## src/rtl/key_click_decode_pkg.sv

```systemverilog
// Shared definitions for the key click decoder: event codes, FSM states and
// the default double-click window for 50 MHz boards.
package key_click_decode_pkg;

    typedef enum logic [1:0] {
        EVT_NONE   = 2'd0,
        EVT_SINGLE = 2'd1,
        EVT_DOUBLE = 2'd2,
        EVT_LONG   = 2'd3
    } evtCode_t;

    typedef enum logic [1:0] {
        IDLE   = 2'd0,
        WAIT2  = 2'd1,
        PEND_L = 2'd2
    } fsmState_t;

    localparam int          CNT_W         = 24;
    localparam logic [23:0] T_DBL_DEFAULT = 24'd15_000_000;

endpackage

```

## src/rtl/key_click_decode_if.sv

```systemverilog
// Event port of the click decoder: FWFT valid/ready stream plus fill level
// and sticky overflow flag.
interface key_click_decode_if #(
    parameter int FIFO_AW = 2
);
    logic             EVT_VALID;
    logic [1:0]       EVT_CODE;
    logic             EVT_READY;
    logic [FIFO_AW:0] EVT_COUNT;
    logic             OVERFLOW;

    modport master (
        output EVT_VALID,
        output EVT_CODE,
        output EVT_COUNT,
        output OVERFLOW,
        input  EVT_READY
    );

    modport slave (
        input  EVT_VALID,
        input  EVT_CODE,
        input  EVT_COUNT,
        input  OVERFLOW,
        output EVT_READY
    );
endinterface

```

## src/rtl/key_click_decode_evt_fifo.sv

```systemverilog
// Small first-word-fall-through FIFO for 2-bit key events, with fill count
// and a sticky flag set whenever a push is refused.
module key_evt_fifo #(
    parameter int FIFO_AW = 2
) (
    input  logic             CLOCK,
    input  logic             RESET,
    input  logic             push,
    input  logic [1:0]       pushData,
    input  logic             ready,
    output logic             valid,
    output logic [1:0]       headData,
    output logic             full,
    output logic [FIFO_AW:0] count,
    output logic             overflow
);
    localparam int DEPTH = 2 ** FIFO_AW;

    logic [1:0]         mem [DEPTH];
    logic [FIFO_AW-1:0] wrPtr;
    logic [FIFO_AW-1:0] rdPtr;
    logic               popEn;
    logic               pushEn;

    assign valid    = (count != '0);
    assign full     = (count == (FIFO_AW + 1)'(DEPTH));
    assign popEn    = valid && ready;
    // A full FIFO still takes a push when the head leaves in the same cycle.
    assign pushEn   = push && (!full || popEn);
    assign headData = mem[rdPtr];

    always_ff @(posedge CLOCK or negedge RESET) begin
        if (!RESET) begin
            wrPtr    <= '0;
            rdPtr    <= '0;
            count    <= '0;
            overflow <= 1'b0;
            for (int i = 0; i < DEPTH; i++) begin
                mem[i] <= 2'd0;
            end
        end else begin
            if (pushEn) begin
                mem[wrPtr] <= pushData;
                wrPtr      <= wrPtr + 1'b1;
            end
            if (popEn) begin
                rdPtr <= rdPtr + 1'b1;
            end
            if (push && !pushEn) begin
                overflow <= 1'b1;
            end
            case ({pushEn, popEn})
                2'b10:   count <= count + 1'b1;
                2'b01:   count <= count - 1'b1;
                default: count <= count;
            endcase
        end
    end

endmodule

```

## src/rtl/key_click_decode.sv

```systemverilog
// Turns short/long click pulses into SINGLE/DOUBLE/LONG events and queues
// them in a small FIFO for consumers that drain at their own pace.
module key_click_decode
    import key_click_decode_pkg::*;
#(
    parameter logic [23:0] T_DBL   = T_DBL_DEFAULT,
    parameter int          FIFO_AW = 2
) (
    input  logic                CLOCK,
    input  logic                RESET,
    input  logic                S_CLICK,
    input  logic                L_CLICK,
    key_click_decode_if.master  evt
);
    fsmState_t        state;
    fsmState_t        stateNext;
    logic [CNT_W-1:0] cnt;
    logic [CNT_W-1:0] cntNext;
    logic             windowDone;
    logic             pushNext;
    logic [1:0]       codeNext;
    logic             pushP0;
    logic [1:0]       codeP0;
    logic             unusedFull;

    assign windowDone = (cnt == T_DBL - 24'd1);

    // Stage p0: FSM state, window counter and the registered push request.
    always_ff @(posedge CLOCK or negedge RESET) begin
        if (!RESET) begin
            state  <= IDLE;
            cnt    <= '0;
            pushP0 <= 1'b0;
        end else begin
            state  <= stateNext;
            cnt    <= cntNext;
            pushP0 <= pushNext;
        end
    end

    always_ff @(posedge CLOCK) begin
        codeP0 <= codeNext;
    end

    always_comb begin
        stateNext = state;
        cntNext   = cnt;
        case (state)
            IDLE: begin
                if (!L_CLICK && S_CLICK) begin
                    cntNext   = '0;
                    stateNext = WAIT2;
                end
            end
            WAIT2: begin
                if (L_CLICK) begin
                    stateNext = PEND_L;
                end else if (S_CLICK) begin
                    stateNext = IDLE;
                end else if (windowDone) begin
                    cntNext   = '0;
                    stateNext = IDLE;
                end else begin
                    cntNext = cnt + 24'd1;
                end
            end
            PEND_L:  stateNext = IDLE;
            default: stateNext = IDLE;
        endcase
    end

    // A long press inside the window first flushes the pending click as SINGLE.
    always_comb begin
        pushNext = 1'b0;
        codeNext = EVT_NONE;
        case (state)
            IDLE: begin
                if (L_CLICK) begin
                    pushNext = 1'b1;
                    codeNext = EVT_LONG;
                end
            end
            WAIT2: begin
                if (L_CLICK || windowDone) begin
                    pushNext = 1'b1;
                    codeNext = EVT_SINGLE;
                end else if (S_CLICK) begin
                    pushNext = 1'b1;
                    codeNext = EVT_DOUBLE;
                end
                if (!L_CLICK && S_CLICK) begin
                    codeNext = EVT_DOUBLE;
                end
            end
            PEND_L: begin
                pushNext = 1'b1;
                codeNext = EVT_LONG;
            end
            default: begin
                pushNext = 1'b0;
                codeNext = EVT_NONE;
            end
        endcase
    end

    // Stage p1: event queue; full is left for consumers wired elsewhere.
    key_evt_fifo #(
        .FIFO_AW (FIFO_AW)
    ) uFifo (
        .CLOCK    (CLOCK),
        .RESET    (RESET),
        .push     (pushP0),
        .pushData (codeP0),
        .ready    (evt.EVT_READY),
        .valid    (evt.EVT_VALID),
        .headData (evt.EVT_CODE),
        .full     (unusedFull),
        .count    (evt.EVT_COUNT),
        .overflow (evt.OVERFLOW)
    );

endmodule
```

## src/flat_wrapper.sv

```systemverilog
// flat-port wrapper written by rule: the top's interface ports become plain ports
module key_click_decode_flat import key_click_decode_pkg::*;
#(
    parameter logic [23:0] T_DBL   = T_DBL_DEFAULT,
    parameter int          FIFO_AW = 2
)
  (CLOCK, RESET, S_CLICK, L_CLICK, evt_EVT_VALID, evt_EVT_CODE, evt_EVT_COUNT, evt_OVERFLOW, evt_EVT_READY);
  key_click_decode_if #(.FIFO_AW(FIFO_AW)) evt_i ();
  input  logic CLOCK;
  input  logic RESET;
  input  logic S_CLICK;
  input  logic L_CLICK;
  output wire logic [$bits(evt_i.EVT_VALID)-1:0] evt_EVT_VALID;
  output wire logic [$bits(evt_i.EVT_CODE)-1:0] evt_EVT_CODE;
  output wire logic [$bits(evt_i.EVT_COUNT)-1:0] evt_EVT_COUNT;
  output wire logic [$bits(evt_i.OVERFLOW)-1:0] evt_OVERFLOW;
  input wire logic [$bits(evt_i.EVT_READY)-1:0] evt_EVT_READY;
  assign evt_EVT_VALID = evt_i.EVT_VALID;
  assign evt_EVT_CODE = evt_i.EVT_CODE;
  assign evt_EVT_COUNT = evt_i.EVT_COUNT;
  assign evt_OVERFLOW = evt_i.OVERFLOW;
  assign evt_i.EVT_READY = evt_EVT_READY;
  key_click_decode #(.T_DBL(T_DBL), .FIFO_AW(FIFO_AW)) u_core (.CLOCK(CLOCK), .RESET(RESET), .S_CLICK(S_CLICK), .L_CLICK(L_CLICK), .evt(evt_i));
endmodule
```

## config.mk

```make
export PLATFORM = sky130hd
export DESIGN_NAME = key_click_decode_flat
export DESIGN_NICKNAME = d
export VERILOG_FILES = /design/src/rtl/key_click_decode_pkg.sv /design/src/rtl/key_click_decode_if.sv /design/src/rtl/key_click_decode_evt_fifo.sv /design/src/rtl/key_click_decode.sv /design/src/flat_wrapper.sv
export SDC_FILE = /design/constraint.sdc
export NUM_CORES = 1
export LEC_CHECK = 0
export CAP_MARGIN = 5
export CORE_ASPECT_RATIO = 1.1
export CORE_MARGIN = 2
export CORE_UTILIZATION = 50
export DETAILED_ROUTE_END_ITERATION = 16
export PLACE_DENSITY = 0.68
export REMOVE_ABC_BUFFERS = 1
export SYNTH_ARGS = -nofsm -noshare
export SYNTH_HDL_FRONTEND = slang
export SYNTH_SLANG_ARGS = --single-unit
```

## constraint.sdc

```tcl
create_clock -name CLOCK -period 2.4 [get_ports CLOCK]
set_clock_uncertainty 0.1 [all_clocks]
set_input_delay 0.48 -clock CLOCK [delete_from_list [all_inputs] [get_ports CLOCK]]
set_output_delay 0.48 -clock CLOCK [all_outputs]
set_load 0.005 [all_outputs]
```

Word level (Yosys, flattened, before mapping)
Index checks and enable logic that the tools add are counted.
{"block": "word_totals", "mem_bits_rw": 0, "out_inout_bits": 7, "word_cells": 74, "latchBits": 0, "input_bits": 5, "romBits": 0, "register_bits": 45, "n_memories": 0}
{"block": "op_classes", "shifts": 0, "multipliers": 0, "muxes": 26, "n_eq_ne": 10, "div_mod_pow": 0, "add_sub_neg": 5, "order_cmp": 3, "reduce_logical": 16, "bitwise_logic": 2}
{"operator": "24-bit 2-to-1 mux", "n": 4}
{"operator": "24-bit case mux with 2 select lines", "n": 1}
{"operator": "24-bit by 1-bit adder with 24-bit output, second input constant", "n": 1}
{"operator": "24-bit equality test, second input constant", "n": 1}
{"operator": "2-bit 2-to-1 mux", "n": 11}
{"operator": "8-bit bitwise mux", "n": 1}
{"operator": "3-bit greater-or-equal comparator, second input constant", "n": 2}
{"operator": "2-bit NOT with 3-bit output", "n": 2}
{"operator": "2-bit case mux with 3 select lines", "n": 1}
{"operator": "3-bit case mux with 2 select lines", "n": 1}
{"operator": "1-bit logical AND", "n": 5}
{"operator": "2-bit by 1-bit adder with 2-bit output, second input constant", "n": 2}
{"operator": "2-bit binary-select mux with 2-bit select", "n": 1}
{"operator": "2-bit demux with 2-bit select", "n": 1}
{"operator": "2-bit by 1-bit equality test with 1-bit output, second input constant", "n": 2}
{"operator": "2-bit equality test, second input constant", "n": 2}
{"operator": "2-bit inequality test, second input constant", "n": 2}
{"operator": "4-bit by 3-bit inequality test with 1-bit output, second input constant", "n": 1}
{"operator": "2-bit case mux with 2 select lines", "n": 1}
{"operator": "4-bit AND reduction", "n": 1}
{"operator": "2-bit nonzero test", "n": 2}
{"operator": "3-bit by 1-bit adder with 3-bit output, second input constant", "n": 1}
{"operator": "3-bit equality test, second input constant", "n": 1}
{"operator": "1-bit logical NOT", "n": 3}
{"operator": "other kinds (9)", "n": 12}

Longest topological paths before layout
{"block": "depth", "ltp_word": 6, "mapped_depth": 10, "mapped_depth_nobuf": 9}

Hierarchy
A second synthesis with hierarchy kept.
{"block": "unflattened", "hier_cells": 252, "hier_area_um2": 2469.9}
{"mod": "key_click_decode", "area_per_inst_um2": 1582.8, "cells_per_inst": 177, "instances": 1}
{"mod": "key_evt_fifo", "area_per_inst_um2": 887.1, "cells_per_inst": 75, "instances": 1}

Least setup slack after synthesis
No wires, ideal clock.
{"block": "synth_path", "kind": "input -> register", "startpoint": "in evt_EVT_READY", "endpoint": "reg u_core.uFifo.count[2]", "t_required_ns": 2.221, "cell_stages": 10, "arrival_time_ns": 2.049, "path_slack_ns": 0.172, "path_cell_list": "nor4b_1 nor2b_1 clkbuf_1 inv_1 ha_1 inv_1 fa_1 xor2_1 nor2_1 xor2_1"}
{"block": "synth_via", "elab_chain_cells": 5, "word_cells_on_any_way": 7, "classes_between": "eq/ne (2); mux (1); reduce/logical (4)"}
{"item": "from (decl)", "line": "flat_wrapper.sv:17", "rtl": "input wire logic [$bits(evt_i.EVT_READY)-1:0] evt_EVT_READY;"}
{"item": "1-bit logical AND *", "line": "key_click_decode_evt_fifo.sv:27", "rtl": "assign popEn = valid && ready;"}
{"item": "1-bit logical OR", "line": "key_click_decode_evt_fifo.sv:29", "rtl": "assign pushEn = push && (!full || popEn);"}
{"item": "1-bit logical AND", "line": "key_click_decode_evt_fifo.sv:29"}
{"item": "2-bit by 1-bit equality test with 1-bit output / 2-bit equality test (equally long branches)", "line": "key_click_decode_evt_fifo.sv:52", "rtl": "case ({pushEn, popEn})"}
{"item": "3-bit case mux with 2 select lines / 2-bit nonzero test (equally long branches)"}
{"item": "to (signal assigned)", "line": "key_click_decode_evt_fifo.sv:53", "rtl": "2'b10: count <= count + 1'b1;"}
{"item": "to (signal assigned)", "line": "key_click_decode_evt_fifo.sv:54", "rtl": "2'b01: count <= count - 1'b1;"}
{"item": "to (signal assigned)", "line": "key_click_decode_evt_fifo.sv:55", "rtl": "default: count <= count;"}
{"item": "to (decl)", "line": "key_click_decode_evt_fifo.sv:14", "rtl": "output logic [FIFO_AW:0] count,"}
Mark *: on every way between the ends. The rest lies on a longest branch, timed or not.
A chain may end at the register's enable or synchronous reset.

Worst setup path in the final report
{"block": "layout_path", "startpoint": "reg u_core.uFifo.rdPtr[0]", "endpoint": "out evt_EVT_CODE[0]"}
{"block": "layout_via", "elab_chain_cells": 4}
{"item": "from (decl)", "line": "key_click_decode_evt_fifo.sv:21", "rtl": "logic [FIFO_AW-1:0] rdPtr;"}
{"item": "from (signal assigned)", "line": "key_click_decode_evt_fifo.sv:47", "rtl": "rdPtr <= rdPtr + 1'b1;"}
{"item": "2-bit NOT with 3-bit output (implied by the code)", "line": "key_click_decode_evt_fifo.sv:30", "rtl": "assign headData = mem[rdPtr];"}
{"item": "2-bit binary-select mux with 2-bit select", "line": "key_click_decode_evt_fifo.sv:30"}
{"item": "2-bit 2-to-1 mux (implied by the code) (2 in a row)", "line": "key_click_decode_evt_fifo.sv:30"}
{"item": "to (decl)", "line": "flat_wrapper.sv:14", "rtl": "output wire logic [$bits(evt_i.EVT_CODE)-1:0] evt_EVT_CODE;"}
No other way between the ends. The select of a mux whose other input is x is not followed.

==> flow_results.org <==
** Clock tree
- Count of buffers added by post-CTS timing repair for setup :: 0
- Clock tree synthesis inserted a total of 5 buffers.
- Buffers inserted to repair hold after CTS numbered 0.
- H-Tree Level Count :: 2
- Buffer levels on the longest clock path :: 2
- In this run the clock root is driven by a clkbuf_8.
- Clock sinks :: 45
- After clock tree synthesis, the clock-pin slew on the worst setup and hold paths is 0.08 ns.
- TritonCTS built the clock tree.
- Clock Latency Late Sink :: 0.30 ns

** Timing
- Period minus WS final :: 2.320 ns
- Endpoints failing hold :: 0
- For this run, the top clock speed supported by timing is 431.0 MHz.
- Setup repair after global routing missed its margin :: no
- Number of pins with negative max-slew slack in the final report :: 0
- Final setup TNS :: 0 ns
- Dividing the final minimum period by the clock period gives 96.67%.
- Slew HR :: 60.49%
- Setup violations remaining at the end of the flow were counted as 0.
- Transition time at the pin with the least slew margin :: 0.5913 ns
- Post-route worst hold slack :: 0.04749 ns

** Yosys
- In the synthesized netlist, mux cells make up 7.338% of the area.
- Cell Area, Synth :: 0.002387 mm²
- Total of flip-flops plus latches after synthesis :: 45
- Most used flip-flop cell after synthesis :: dfrtp_1
- Summing the areas of all xor and xnor instances in the mapped netlist gives 2.201% of the synthesized area.
- Summing the sequential cell areas from Yosys gives 46.75% of the chip area.
- Yosys printed 0 warnings.
- Gate count after technology mapping :: 233
- Syn_area_per_cell :: 10.25 µm²
- By area, the combinational part of the netlist is dominated by simple AND/OR/NAND/NOR gates.
- Adder and majority gate portion of the synthesized area :: 3.983%
- After synthesis, the netlist uses 49 different library cells.
- Async SR Flop Fraction :: 95.56%
- Simple-gate share of the synthesized area :: 22.69%
- Number of enable-type register cells in the synthesized netlist :: 0
- The synthesized netlist devotes 13.68% of its cell area to compound gates.

** Critical path
- Max FO, Critical Path :: 4
- Cell-by-cell trace of the critical path :: mux4_2 -> clkdlybuf4s50_1
- Crit path kind :: flip-flop to output port
- Slack of the worst reg-to-reg path :: 0.22 ns
- Biggest cell delay along the critical path :: 0.53 ns
- Beginning of the worst register-to-register path :: u_core.cnt[0]
- Together, buffers and inverters on the worst path number 1.
- STA classifies the critical path startpoint as a flip-flop.
- Critical path origin :: u_core.uFifo.rdPtr[0]
- Arrival time worst endpoint :: 1.74 ns
- Slowest library cell on the worst path :: mux4_2
- Kind of cell adding the most delay to the critical path :: multiplexers
- Element type at the critical path end :: output port
- Endpoint required time on the critical path :: 1.82 ns

** Global route
- The via count of the first global-routing pass is 1925.
- Entering global routing, the biggest net connects 26 pins.
- The first global-routing pass estimated 8.887 mm of wire.
- The initial antenna violation count came to 0.
- For this run, the total global-route usage over all layers was measured as 20.62%.
- Global routing finished with a remaining overflow of 0.

** Drt
- The detailed router finished its first iteration with 83 violations.
- Summing over every cut layer, the via total after detailed routing is 1876.
- For this block, the routed nets add up to 4.881 mm of wire.
- In the final routed layout, each cell accounts on average for 15.11 µm.
- The first TritonRoute pass finished after 4 iterations.
- Residual DRC :: 0
- The count of nets left with antenna violations once routing finished came out at 0.
- In the routed layout, each cell is associated on average with a via count of 5.808.

** Placed design
- Placed insts :: 315
- I/O Buffers :: 11
- Routability-driven placement finished with a final weighted congestion of 0.8055.
- Placement-stage cell area :: 0.002701 mm²
- Once detailed placement completed, the half-perimeter wirelength came to 3.486 mm.

** Cells and area
- Area of the multi-input gates :: 0.001220 mm²
- For this run, the post-layout net count is 278.
- Non-filler instance count after layout :: 323
- Of the cells placed in the final design, the portion with a size suffix greater than 1 is 18.35%.
- Fin area :: 0.002868 mm²
- Most common cell after layout, fill and taps aside :: dfrtp_1
- Footprint of the flip-flops and latches :: 0.001116 mm²
- ANT cells :: 0
- Area Growth Syn to Fin :: 20.13%
- The library cells used most frequently in the layout, excluding fill and tap cells, are dfrtp_1, nand2_1, buf_4.
- After filler insertion, the fill cell instance count of the layout stands at 394.

** Floorplan
- Starting Density :: 51.68%
- Die extent in x :: 69.88 µm
- Count of boundary I/O pins :: 12
- # rows :: 26
- Placeable core region :: 0.004619 mm²
- DIE HEIGHT :: 76.47 µm
- Area of the die :: 0.005344 mm²

** Power
- For this design the ratio of total power to cell area is 861.9 mW/mm².
- Design Power :: 2472 µW
- Standby leakage power :: 0.001314 µW
- VDD IR-drop max :: 344.9 µV

** Job
- Max-cap violations :: 0

** Run status
- The flow ran to the end, and the final reports show no timing, DRC or antenna violations.

** Worst hold path
- Min-delay worst type :: input port to async pin
==> per-stage QoR <==
| step | util, % | setup WS (ns) |
|---|---|---|
| 2_1_floorplan | - | 0.09093 |
| 6_report | 62.08 | 0.07982 |
| 3_3_place_gp | 58.48 | -0.1457 |
| 4_1_cts | 61.62 | 0.03883 |
| 3_5_place_dp | 58.48 | -0.2600 |
| 5_1_grt | 62.08 | 0.002107 |
==> routing by layer <==
metal,GRT usage (%),vias up,part of all wire [%]
met5,0,-,0
met4,9.615,0,3.1
met3,3.704,14,3.1
met2,33.90,33,49
met1,26.31,907,45
li1,-,922,-
==> path summary, 6_finish.rpt <==
| path | cells after the start | endpoint |
|---|---|---|
| max in group asynchronous | 2 | u_core.cnt[2] |
| min in group CLOCK | 1 | u_core.uFifo.overflow |
| hold reg to reg | 1 | u_core.uFifo.overflow |
| setup / recovery | 2 | evt_EVT_CODE[0] |
| setup reg to reg | 6 | u_core.cnt[10] |
| hold / removal | 1 | u_core.uFifo.count[0] |
==> synthesized netlist by cell type (2+ instances only) <==
library cell | instances | share of area (%)
a211oi_1 | 2 | 0.63
a21o_1 | 5 | 1.6
a21oi_1 | 6 | 1.3
a221o_1 | 7 | 2.9
a22o_1 | 4 | 1.5
a22oi_1 | 2 | 0.63
a31oi_1 | 3 | 0.79
and2_1 | 2 | 0.52
and3_1 | 10 | 2.6
and4_1 | 2 | 0.73
clkbuf_1 | 4 | 0.63
dfrtp_1 | 43 | 45
dfxtp_1 | 2 | 1.7
ha_1 | 6 | 3.1
inv_1 | 11 | 1.7
mux2_2 | 8 | 3.8
mux2i_1 | 4 | 1.7
mux4_2 | 2 | 1.9
nand2_1 | 25 | 3.9
nand3_1 | 12 | 2.5
nand3b_1 | 2 | 0.63
nand4_1 | 6 | 1.6
nor2_1 | 18 | 2.8
nor2b_1 | 3 | 0.79
nor3_1 | 4 | 0.84
nor4_2 | 2 | 1.0
o21ai_0 | 9 | 1.9
o311ai_0 | 2 | 0.73
o31ai_1 | 2 | 0.63
or3_1 | 2 | 0.52
xnor2_1 | 3 | 1.1
xor2_1 | 3 | 1.1
==> timing repair <==
action | CTS | global route
pin swaps | 0 | 0
resized for setup | 1 | 3
gates cloned | 0 | 0
endpoints found under the setup margin | 3 | 12
==> cells by family after synthesis <==
family,after synthesis
adders and majority gates,7
AOI/OAI and AO/OA,46
DFF,45
xor gates and xnor gates,6
and+or+nand+nor,97
muxes,14
buffers and inverters,18
==> layout make-up <==
| cell class | instances | share of cell area, % |
|---|---|---|
| multi-input cells | 170 | 42.54 |
| clock buffers | 5 | 2.400 |
| flip-flops and latches | 45 | 38.92 |
| clock inverters | 3 | 2.400 |
| inverters | 11 | 1.440 |
| repair buffers | 33 | 9.860 |
| well taps | 56 | 2.443 |
==> power by group <==
part | switching (µW) | internal (µW)
logic | 279 | 436
clock network | 268 | 419
registers | 145 | 925
==> flip-flops by register name, summed over array words and instances, names as in the netlist <==
register / flops
u_core.cnt: 24
u_core.codeP0: 2
u_core.pushP0: 1
u_core.state: 2
u_core.uFifo.count: 3
u_core.uFifo.mem: 8
u_core.uFifo.overflow: 1
u_core.uFifo.rdPtr: 2
u_core.uFifo.wrPtr: 2
Note: power is estimated with default switching activity, not from simulation.
